File: src/rtl/pc_branch_if.sv
// Operand/result bundle for the branch-target adder.
// master drives the PC and offset; slave (the adder) returns target and status.
interface pc_branch_if #(
  parameter int WIDTH = 32
);
  logic [WIDTH-1:0] in_1_PC_Branch;
  logic [WIDTH-1:0] in_2_PC_Branch;
  logic             in_valid_PC_Branch;
  logic [WIDTH-1:0] out_PC_Branch;
  logic [WIDTH-1:0] out_q_PC_Branch;
  logic             out_valid_PC_Branch;
  logic             out_misaligned_PC_Branch;
  logic             out_wrap_PC_Branch;

  modport master (
    output in_1_PC_Branch,
    output in_2_PC_Branch,
    output in_valid_PC_Branch,
    input  out_PC_Branch,
    input  out_q_PC_Branch,
    input  out_valid_PC_Branch,
    input  out_misaligned_PC_Branch,
    input  out_wrap_PC_Branch
  );

  modport slave (
    input  in_1_PC_Branch,
    input  in_2_PC_Branch,
    input  in_valid_PC_Branch,
    output out_PC_Branch,
    output out_q_PC_Branch,
    output out_valid_PC_Branch,
    output out_misaligned_PC_Branch,
    output out_wrap_PC_Branch
  );
endinterface

File: src/rtl/pc_branch.sv
// Branch-target adder: PC + offset combinationally (0 cycles), registered copy with flags (1 cycle).
// No backpressure: every edge with in_valid captures; without it out_valid drops and data holds.
module pc_branch #(
  parameter int WIDTH  = 32,
  parameter int IALIGN = 4
) (
  input logic       clk,
  input logic       rst,
  pc_branch_if.slave bus
);

  logic [WIDTH:0]   sum_ext;
  logic [WIDTH-1:0] sum;
  logic             carry;
  logic             misaligned_next;
  logic             wrap_next;

  logic [WIDTH-1:0] q_r;
  logic             valid_r;
  logic             misaligned_r;
  logic             wrap_r;

  always_comb begin
    sum_ext = {1'b0, bus.in_1_PC_Branch} + {1'b0, bus.in_2_PC_Branch};
  end

  assign sum   = sum_ext[WIDTH-1:0];
  assign carry = sum_ext[WIDTH];

  // Only 2- and 4-byte alignment exist; anything other than 2 is treated as 4.
  generate
    if (IALIGN == 2) begin : g_align2
      assign misaligned_next = sum[0];
    end else begin : g_align4
      assign misaligned_next = |sum[1:0];
    end
  endgenerate

  // A forward offset should not carry, a backward one must: any disagreement is a wrap.
  assign wrap_next = bus.in_2_PC_Branch[WIDTH-1] ^ carry;

  always_ff @(posedge clk or posedge rst) begin
    if (rst) begin
      q_r          <= '0;
      valid_r      <= 1'b0;
      misaligned_r <= 1'b0;
      wrap_r       <= 1'b0;
    end else if (bus.in_valid_PC_Branch) begin
      q_r          <= sum;
      valid_r      <= 1'b1;
      misaligned_r <= misaligned_next;
      wrap_r       <= wrap_next;
    end else begin
      valid_r      <= 1'b0;
    end
  end

  assign bus.out_PC_Branch            = sum;
  assign bus.out_q_PC_Branch          = q_r;
  assign bus.out_valid_PC_Branch      = valid_r;
  assign bus.out_misaligned_PC_Branch = misaligned_r;
  assign bus.out_wrap_PC_Branch       = wrap_r;

endmodule

File: src/flat_wrapper.sv
// flat-port wrapper written by rule: the top's interface ports become plain ports
module pc_branch_flat 
#(
  parameter int WIDTH  = 32,
  parameter int IALIGN = 4
)
  (clk, rst, bus_in_1_PC_Branch, bus_in_2_PC_Branch, bus_in_valid_PC_Branch, bus_out_PC_Branch, bus_out_q_PC_Branch, bus_out_valid_PC_Branch, bus_out_misaligned_PC_Branch, bus_out_wrap_PC_Branch);
  pc_branch_if #(.WIDTH(WIDTH)) bus_i ();
  input logic clk;
  input logic rst;
  input wire logic [$bits(bus_i.in_1_PC_Branch)-1:0] bus_in_1_PC_Branch;
  input wire logic [$bits(bus_i.in_2_PC_Branch)-1:0] bus_in_2_PC_Branch;
  input wire logic [$bits(bus_i.in_valid_PC_Branch)-1:0] bus_in_valid_PC_Branch;
  output wire logic [$bits(bus_i.out_PC_Branch)-1:0] bus_out_PC_Branch;
  output wire logic [$bits(bus_i.out_q_PC_Branch)-1:0] bus_out_q_PC_Branch;
  output wire logic [$bits(bus_i.out_valid_PC_Branch)-1:0] bus_out_valid_PC_Branch;
  output wire logic [$bits(bus_i.out_misaligned_PC_Branch)-1:0] bus_out_misaligned_PC_Branch;
  output wire logic [$bits(bus_i.out_wrap_PC_Branch)-1:0] bus_out_wrap_PC_Branch;
  assign bus_i.in_1_PC_Branch = bus_in_1_PC_Branch;
  assign bus_i.in_2_PC_Branch = bus_in_2_PC_Branch;
  assign bus_i.in_valid_PC_Branch = bus_in_valid_PC_Branch;
  assign bus_out_PC_Branch = bus_i.out_PC_Branch;
  assign bus_out_q_PC_Branch = bus_i.out_q_PC_Branch;
  assign bus_out_valid_PC_Branch = bus_i.out_valid_PC_Branch;
  assign bus_out_misaligned_PC_Branch = bus_i.out_misaligned_PC_Branch;
  assign bus_out_wrap_PC_Branch = bus_i.out_wrap_PC_Branch;
  pc_branch #(.WIDTH(WIDTH), .IALIGN(IALIGN)) u_core (.clk(clk), .rst(rst), .bus(bus_i));
endmodule
File: config.mk
export PLATFORM = sky130hd
export DESIGN_NAME = pc_branch_flat
export DESIGN_NICKNAME = d
export VERILOG_FILES = /design/src/rtl/pc_branch_if.sv /design/src/rtl/pc_branch.sv /design/src/flat_wrapper.sv
export SDC_FILE = /design/constraint.sdc
export NUM_CORES = 1
export LEC_CHECK = 0
export ABC_AREA = 1
export BUFFER_PORTS_ARGS = -buffer_cell sky130_fd_sc_hd__buf_2
export CORE_AREA = 5 5 90 92
export CTS_CLUSTER_SIZE = 25
export DETAILED_ROUTE_END_ITERATION = 6
export DIE_AREA = 0 0 95 97
export GPL_TIMING_DRIVEN = 0
export PLACE_DENSITY_LB_ADDON = 0.3
export SLEW_MARGIN = 20
export SYNTH_ARGS = -nofsm -noshare
export SYNTH_HDL_FRONTEND = slang
export SYNTH_SLANG_ARGS = --single-unit
File: constraint.sdc
create_clock -name clk -period 6.5 [get_ports clk]
set_input_delay 1.625 -clock clk [delete_from_list [all_inputs] [get_ports clk]]
set_output_delay 1.625 -clock clk [all_outputs]
set_load 0.01 [all_outputs]
# Word-level counts from Yosys, hierarchy flattened
# Index checks and enable logic that the tools add are counted.
# op_classes
div_mod_pow	0
eq_ne	0
order_cmp	0
mul	0
bitwise_logic	1
n_reduce_logical	1
add_sub_neg	1
shifts	0
muxes	1
# ops
op	count
32-bit by 32-bit adder with 33-bit output	1
2-bit OR reduction	1
1-bit two-way mux	1
1-bit bitwise XOR	1
# totals
mem_count	0
romBits	0
out_inout_bits	67
inputBits	67
latchBits	0
ramBits	0
ff_bits	35
word_cells	8

# Depth between registers and ports, before layout
# Gate-level depths: netlist (run 1).
# logic_depth
word_depth	2
mapped_depth	14
mapped_depth_nobuf	14

# Worst setup path before layout (run 1)
# OpenSTA, ideal clock, no wires.
# synth_path
kind	input port to output port
from	input port bus_in_2_PC_Branch[0]
to	output port bus_out_PC_Branch[30]
arrival_time_ns	3.011
t_required_ns	4.875
stages	12
n_path_buf	0
setup_slack_ns	1.864
cell_sequence	ha_1 -> fa_1 -> nand2_1 -> nand2_1 -> nand3_1 -> nand2_1 -> nand2_1 -> nand2_2 -> nand2_2 -> nand2_1 -> nand2_1 -> and2_1
# synth_via
elab_chain_len	1
# synth_lines
element	line	source
start, declared	flat_wrapper.sv:12	input wire logic [$bits(bus_i.in_2_PC_Branch)-1:0] bus_in_2_PC_Branch;
32-bit by 32-bit adder with 33-bit output	pc_branch.sv:24	sum_ext = {1'b0, bus.in_1_PC_Branch} + {1'b0, bus.in_2_PC_Branch};
end, declared	flat_wrapper.sv:14	output wire logic [$bits(bus_i.out_PC_Branch)-1:0] bus_out_PC_Branch;
# No other way between the ends.

# Worst setup path after layout (run 1)
# Ends and elaborated chain as after synthesis.

==> run summary, run 1 <==
Clock Skews: 0 ps
worst vdd ir: 104 uV
Worst Hold Launch: u_core.bus.out_q_PC_Branch[30]
largest net degree at the start of global routing: 36
CP Launch Type: primary input
max-slew violation count: 0
Worst Path Arrival: 3470 ps
P_sw: 0.000382 W
critical path class: in2out
PortBufs: 133
Layout Area Growth over Synthesis: 23.2%
die width: 95 um
initial antenna violation count: 0
Tcrit/Tclk final: 78.4%
Vias: 4,288
Rel. slew slack: 48.1%
Worst-path clk slew: 70 ps
cells on worst reg2reg path: 2
Skew-Pair Late Insertion Delay: 290 ps
final worst path period need: 5100 ps
final net count: 909
overflow left after global routing: 0
flops & latches, synth: 35
cts bufs inserted: 5
DP Wirelength: 9700 um
n_diodes: 0
Clk pwr share: 22.4%
Worst Hold End: u_core.bus.out_q_PC_Branch[30]
max-cap violations: 0
die area: 9220 um^2
GP Congestion: 0.892
Final Hold Fails: 0
Critical Path End Type: primary output
# clock sinks: 35
WL/cell: 12.6 um
reg-to-reg startpoint: u_core.bus.out_misaligned_PC_Branch
crit path from: bus_in_2_PC_Branch[0]
synth warn: 0
count of cell types in the netlist: 23
Mapped Cells: 669
Net Count, Synth: 769
slew at the pin closest to its max-slew limit: 777 ps
DRT iter0 DRCs: 133
Routed WL: 11,500 um
dpl ws: 1420 ps
Routed Antenna Nets: 0
TritonRoute pass-1 iters: 7
global-route wire length before repair: 19,000 um
Int Power: 0.000536 W
sequential share of power: 29.9%
status: finished, final reports clean
vias in the first global route: 4,246
combinational fraction of design power: 47.8%
Sw Ratio: 41.6%
Root Driver: clkbuf_8
layout cells sized above 1: 22.2%
starting density of the core: 54.5%
Clock Path Buffers: 2
class of the worst hold path: reg2reg
syn avg cell area: 5.82 um^2
die height: 97 um
Core Footprint: 7140 um^2
Vias/cell: 4.72
Post-CTS Setup Inserts: 0
Overall Global Routing Usage: 25.4%
DRC viols: 0
FP Rows: 31
Final WS setup: 1400 ps
final setup vio count: 0
Final TNS setup: 0 ps
H-tree levels: 2
RSZ-0062 raised after global routing: no
reg2reg end: u_core.bus.out_misaligned_PC_Branch
CTS tree: built
Seq/Total Area, Yosys: 22.5%
Leak: 3.13 nW
Hold Buf Count CTS: 0
PostCTS Resize Cnt: 0
PwrDens: 192 nW/um^2
f_max: 196 MHz
I/O pin cnt: 134
crit-path max FO: 3
Cell Area, Synth: 3890 um^2
R2R Setup Slk: 5830 ps
Req. time, crit path: 4880 ps
hold depth: 2
layer usage:
metal	routed length (um)	vias to the layer above	share of wire, %	GRT usage (%)
met5	0	-	0	0
met4	162	0	1.4	7.66
met3	662	17	5.8	3.26
met2	5500	124	48	44.0
met1	5130	1883	45	32.3
li1	-	2264	-	-
layout by cell type, fill, tap and decap left out:
cell type	count
nor2_1	38
xor2_2	4
nor3_2	5
nand2_1	308
xor2_1	11
nand3_1	34
a21oi_1	20
nand3b_1	4
nand3_2	3
ha_1	32
bufinv_16	1
or2_1	2
clkinv_2	1
nor2_2	2
buf_2	136
a21o_1	1
inv_2	5
o21bai_1	1
dfrtp_1	35
clkinv_1	1
fa_1	1
nand2_2	17
clkbuf_8	5
inv_1	123
clkbuf_1	4
and2_1	15
clkinv_4	1
state kept, by name, summed over array words and instances (netlist names):
signal / cells
u_core.bus.out_valid_PC_Branch: 1
u_core.bus.out_wrap_PC_Branch: 1
u_core.bus.out_misaligned_PC_Branch: 1
u_core.bus.out_q_PC_Branch: 32
cell type report:
type,count,area (um^2)
buffer,7,30.0
clock buffer,5,68.8
clock inverter,3,43.8
fill,726,2340
inverter,129,484
multi-input combinational,498,2500
sequential,35,876
tap,99,124
timing repair buffer,133,666
logic make-up after synthesis:
family | share of synthesized area (%)
fa+ha+maj | 10.8
compound gates | 2.96
xor+xnor | 4.15
simple gates | 46.4
flops | 22.5
buf+inv | 13.2
per-stage QoR:
stage	power, W	util [%]	hold slack (ps)	instance area (um^2)	instances
floorplan	0.000553	-	509	3890	669
global placement	0.000709	65.6	452	4680	901
finish	0.000918	67.2	474	4790	909
global route	0.000990	67.2	491	4790	909
CTS	0.000924	67.2	478	4790	909
detailed placement	0.000717	65.6	460	4680	901
power groups by stage:
stage               clock network, W  registers [W]  logic, W
floorplan                          0       0.000297  0.000256
global placement                   0       0.000277  0.000432
detailed placement                 0       0.000278  0.000439
CTS                         0.000209       0.000274  0.000441
global route                0.000219       0.000279  0.000492
finish                      0.000205       0.000274  0.000439
critical path, cell delays in order:
cell     delay (ps)
buf_2           100
ha_1            220
fa_1            400
nand2_1         110
nand2_1          80
nand3_1          70
nand2_1         130
nand2_1         120
nand2_2         110
nand2_2         100
nand3_1         100
and2_1          170
buf_2           130
cell usage after synthesis (all sizes together):
library cell | instances | area share, %
inv | 128 | 12
nand3 | 37 | 5.1
ha | 32 | 10
clkinv | 1 | 0.096
o21bai | 1 | 0.19
or2 | 2 | 0.32
xor2 | 15 | 4.1
nor3 | 5 | 1.3
buf | 3 | 0.39
nand2 | 325 | 32
clkbuf | 4 | 0.39
nor2 | 40 | 4.0
dfrtp | 35 | 23
a21o | 1 | 0.19
a21oi | 20 | 2.6
fa | 1 | 0.51
and2 | 15 | 2.4
nand3b | 4 | 0.77
worst max-delay path by stage:
stage	end	slack, ps
global placement	bus_out_PC_Branch[30]	1430
floorplan	bus_out_PC_Branch[30]	1860
finish	bus_out_PC_Branch[30]	1400
global route	bus_out_PC_Branch[26]	1260
detailed placement	bus_out_PC_Branch[30]	1420
CTS	bus_out_PC_Branch[30]	1410
Note: power is estimated with default switching activity, not from simulation.
==> inputs of run 2 (changes only) <==
CORE_AREA = 5 5 97 99   (was 5 5 90 92)
DIE_AREA = 0 0 102 104   (was 0 0 95 97)
clock period = 4.25 ns   (was 6.5 ns; I/O delays follow)
==> run summary, run 2 (synthesis gave the netlist of run 1 again) <==
class of the worst hold path: reg2reg
starting density of the core: 46.0%
Hold Buf Count CTS: 0
Req. time, crit path: 3190 ps
max-slew violation count: 0
DP Wirelength: 10,400 um
CTS tree: built
# clock sinks: 35
global-route wire length before repair: 19,400 um
GP Congestion: 0.895
largest net degree at the start of global routing: 23
f_max: 252 MHz
cells on worst reg2reg path: 2
die width: 102 um
Rel. slew slack: 62.5%
status: finished, final reports clean
Worst Hold Launch: u_core.bus.out_q_PC_Branch[0]
max-cap violations: 0
FF+latch area: 876 um^2
final setup vio count: 0
Worst Path Arrival: 2910 ps
Largest register FFs: 32
Worst-path clk slew: 80 ps
RSZ-0062 raised after global routing: no
WL/cell: 13.0 um
Routed Antenna Nets: 0
Final TNS setup: 0 ps
crit-path max FO: 3
Overall Global Routing Usage: 22.6%
worst vdd ir: 130 uV
Clock Skews: 0 ps
most frequent cells in the layout: 308 x nand2_1, 136 x buf_2, 123 x inv_1
Final Hold Fails: 0
Clock Path Buffers: 2
DRC viols: 0
n_diodes: 0
Core Footprint: 8470 um^2
TritonRoute pass-1 iters: 4
critical path class: in2out
crit path from: bus_in_2_PC_Branch[0]
final net count: 910
Post-CTS Setup Inserts: 0
reg-to-reg startpoint: u_core.bus.out_q_PC_Branch[17]
Stages on worst setup path: 13
CP top delay family: simple AND/OR/NAND/NOR gates
Tcrit/Tclk final: 93.5%
Routed WL: 12,000 um
Filler cells: 925
slew at the pin closest to its max-slew limit: 563 ps
Root Driver: clkbuf_8
PostCTS Resize Cnt: 0
hold depth: 2
Critical Path, Cell by Cell: buf_2, ha_1, fa_1, nand2_1, nand2_1, nand3_1, nand2_1, nand2_1, nand2_2, nand2_2, nand3_1, and2_1, buf_2
Critical Path End Type: primary output
Vias: 4,370
cts bufs inserted: 5
FP Rows: 34
overflow left after global routing: 0
vias in the first global route: 4,254
CP Launch Type: primary input
Final WS setup: 275 ps
PortBufs: 133
PwrDens: 294 nW/um^2
DRT iter0 DRCs: 143
I/O pin cnt: 134
Vias/cell: 4.76
CP max stage delay: 410 ps
Worst path slowest cell: fa_1
Top cell by count, worst path: nand2_1
Buf+Inv Stages, Crit Path: 2
die height: 104 um
Layout Area Growth over Synthesis: 24.2%
most common cell after layout, fill and taps aside: nand2_1
Skew-Pair Late Insertion Delay: 290 ps
final worst path period need: 3980 ps
layout cells sized above 1: 22.3%
die area: 10,600 um^2
dpl ws: 277 ps
H-tree levels: 2
Leak: 3.15 nW
initial antenna violation count: 0
combined area of the multi-input logic cells: 2500 um^2
[run 2: cell types whose count changed in the layout (fill, tap and decap cells not counted)]
cell	delta
buf_16	+1
[run 2: stage by stage]
| step | std cells | utilization, % | cell area, um^2 | hold slack [ps] | power, W |
|---|---|---|---|---|---|
| floorplan | 669 | - | 3890 | 509 | 0.000846 |
| global placement | 910 | 55.4 | 4690 | 452 | 0.00109 |
| detailed placement | 911 | 55.7 | 4720 | 456 | 0.00111 |
| CTS | 919 | 57.1 | 4830 | 477 | 0.00144 |
| global route | 919 | 57.1 | 4830 | 511 | 0.00154 |
| finish | 919 | 57.1 | 4830 | 474 | 0.00142 |
[run 2: path summary, 6_finish.rpt]
kind / end / slack, ps
setup / recovery: bus_out_PC_Branch[30] / 270
hold / removal: u_core.bus.out_q_PC_Branch[0] / 470
setup reg to reg: u_core.bus.out_q_PC_Branch[17] / 3610
hold reg to reg: u_core.bus.out_q_PC_Branch[0] / 470
max in group asynchronous: u_core.bus.out_q_PC_Branch[0] / 3090
min in group asynchronous: u_core.bus.out_q_PC_Branch[27] / 720
[run 2: worst register-to-register path, delay by kind of cell, from the launching register on]
kind	cells	cell delay, ps
and+or+nand+nor	2	140
DFF	1	400
[run 2: area by class of cell]
class / instances / share of cell area [%]
clock inverters: 3 / 0.906
inverters: 129 / 10.0
flip-flops and latches: 35 / 18.1
well taps: 108 / 2.80
multi-input cells: 498 / 51.8
repair buffers: 134 / 14.3
plain buffers: 7 / 0.621
clock buffers: 5 / 1.42
[run 2: power by group]
group          internal, W  total, W  switching [W]
registers         0.000391  0.000421      0.0000309
clock network     0.000175  0.000324       0.000149
logic             0.000258  0.000677       0.000420
[run 2: metal layers]
metal | part of all wire (%) | vias to the layer above | global-route usage, %
met1 | 45 | 1975 | 29.8
met3 | 6.2 | 15 | 2.68
met2 | 47 | 113 | 38.9
met4 | 1.6 | 0 | 5.53
met5 | 0 | - | 0
li1 | - | 2267 | -
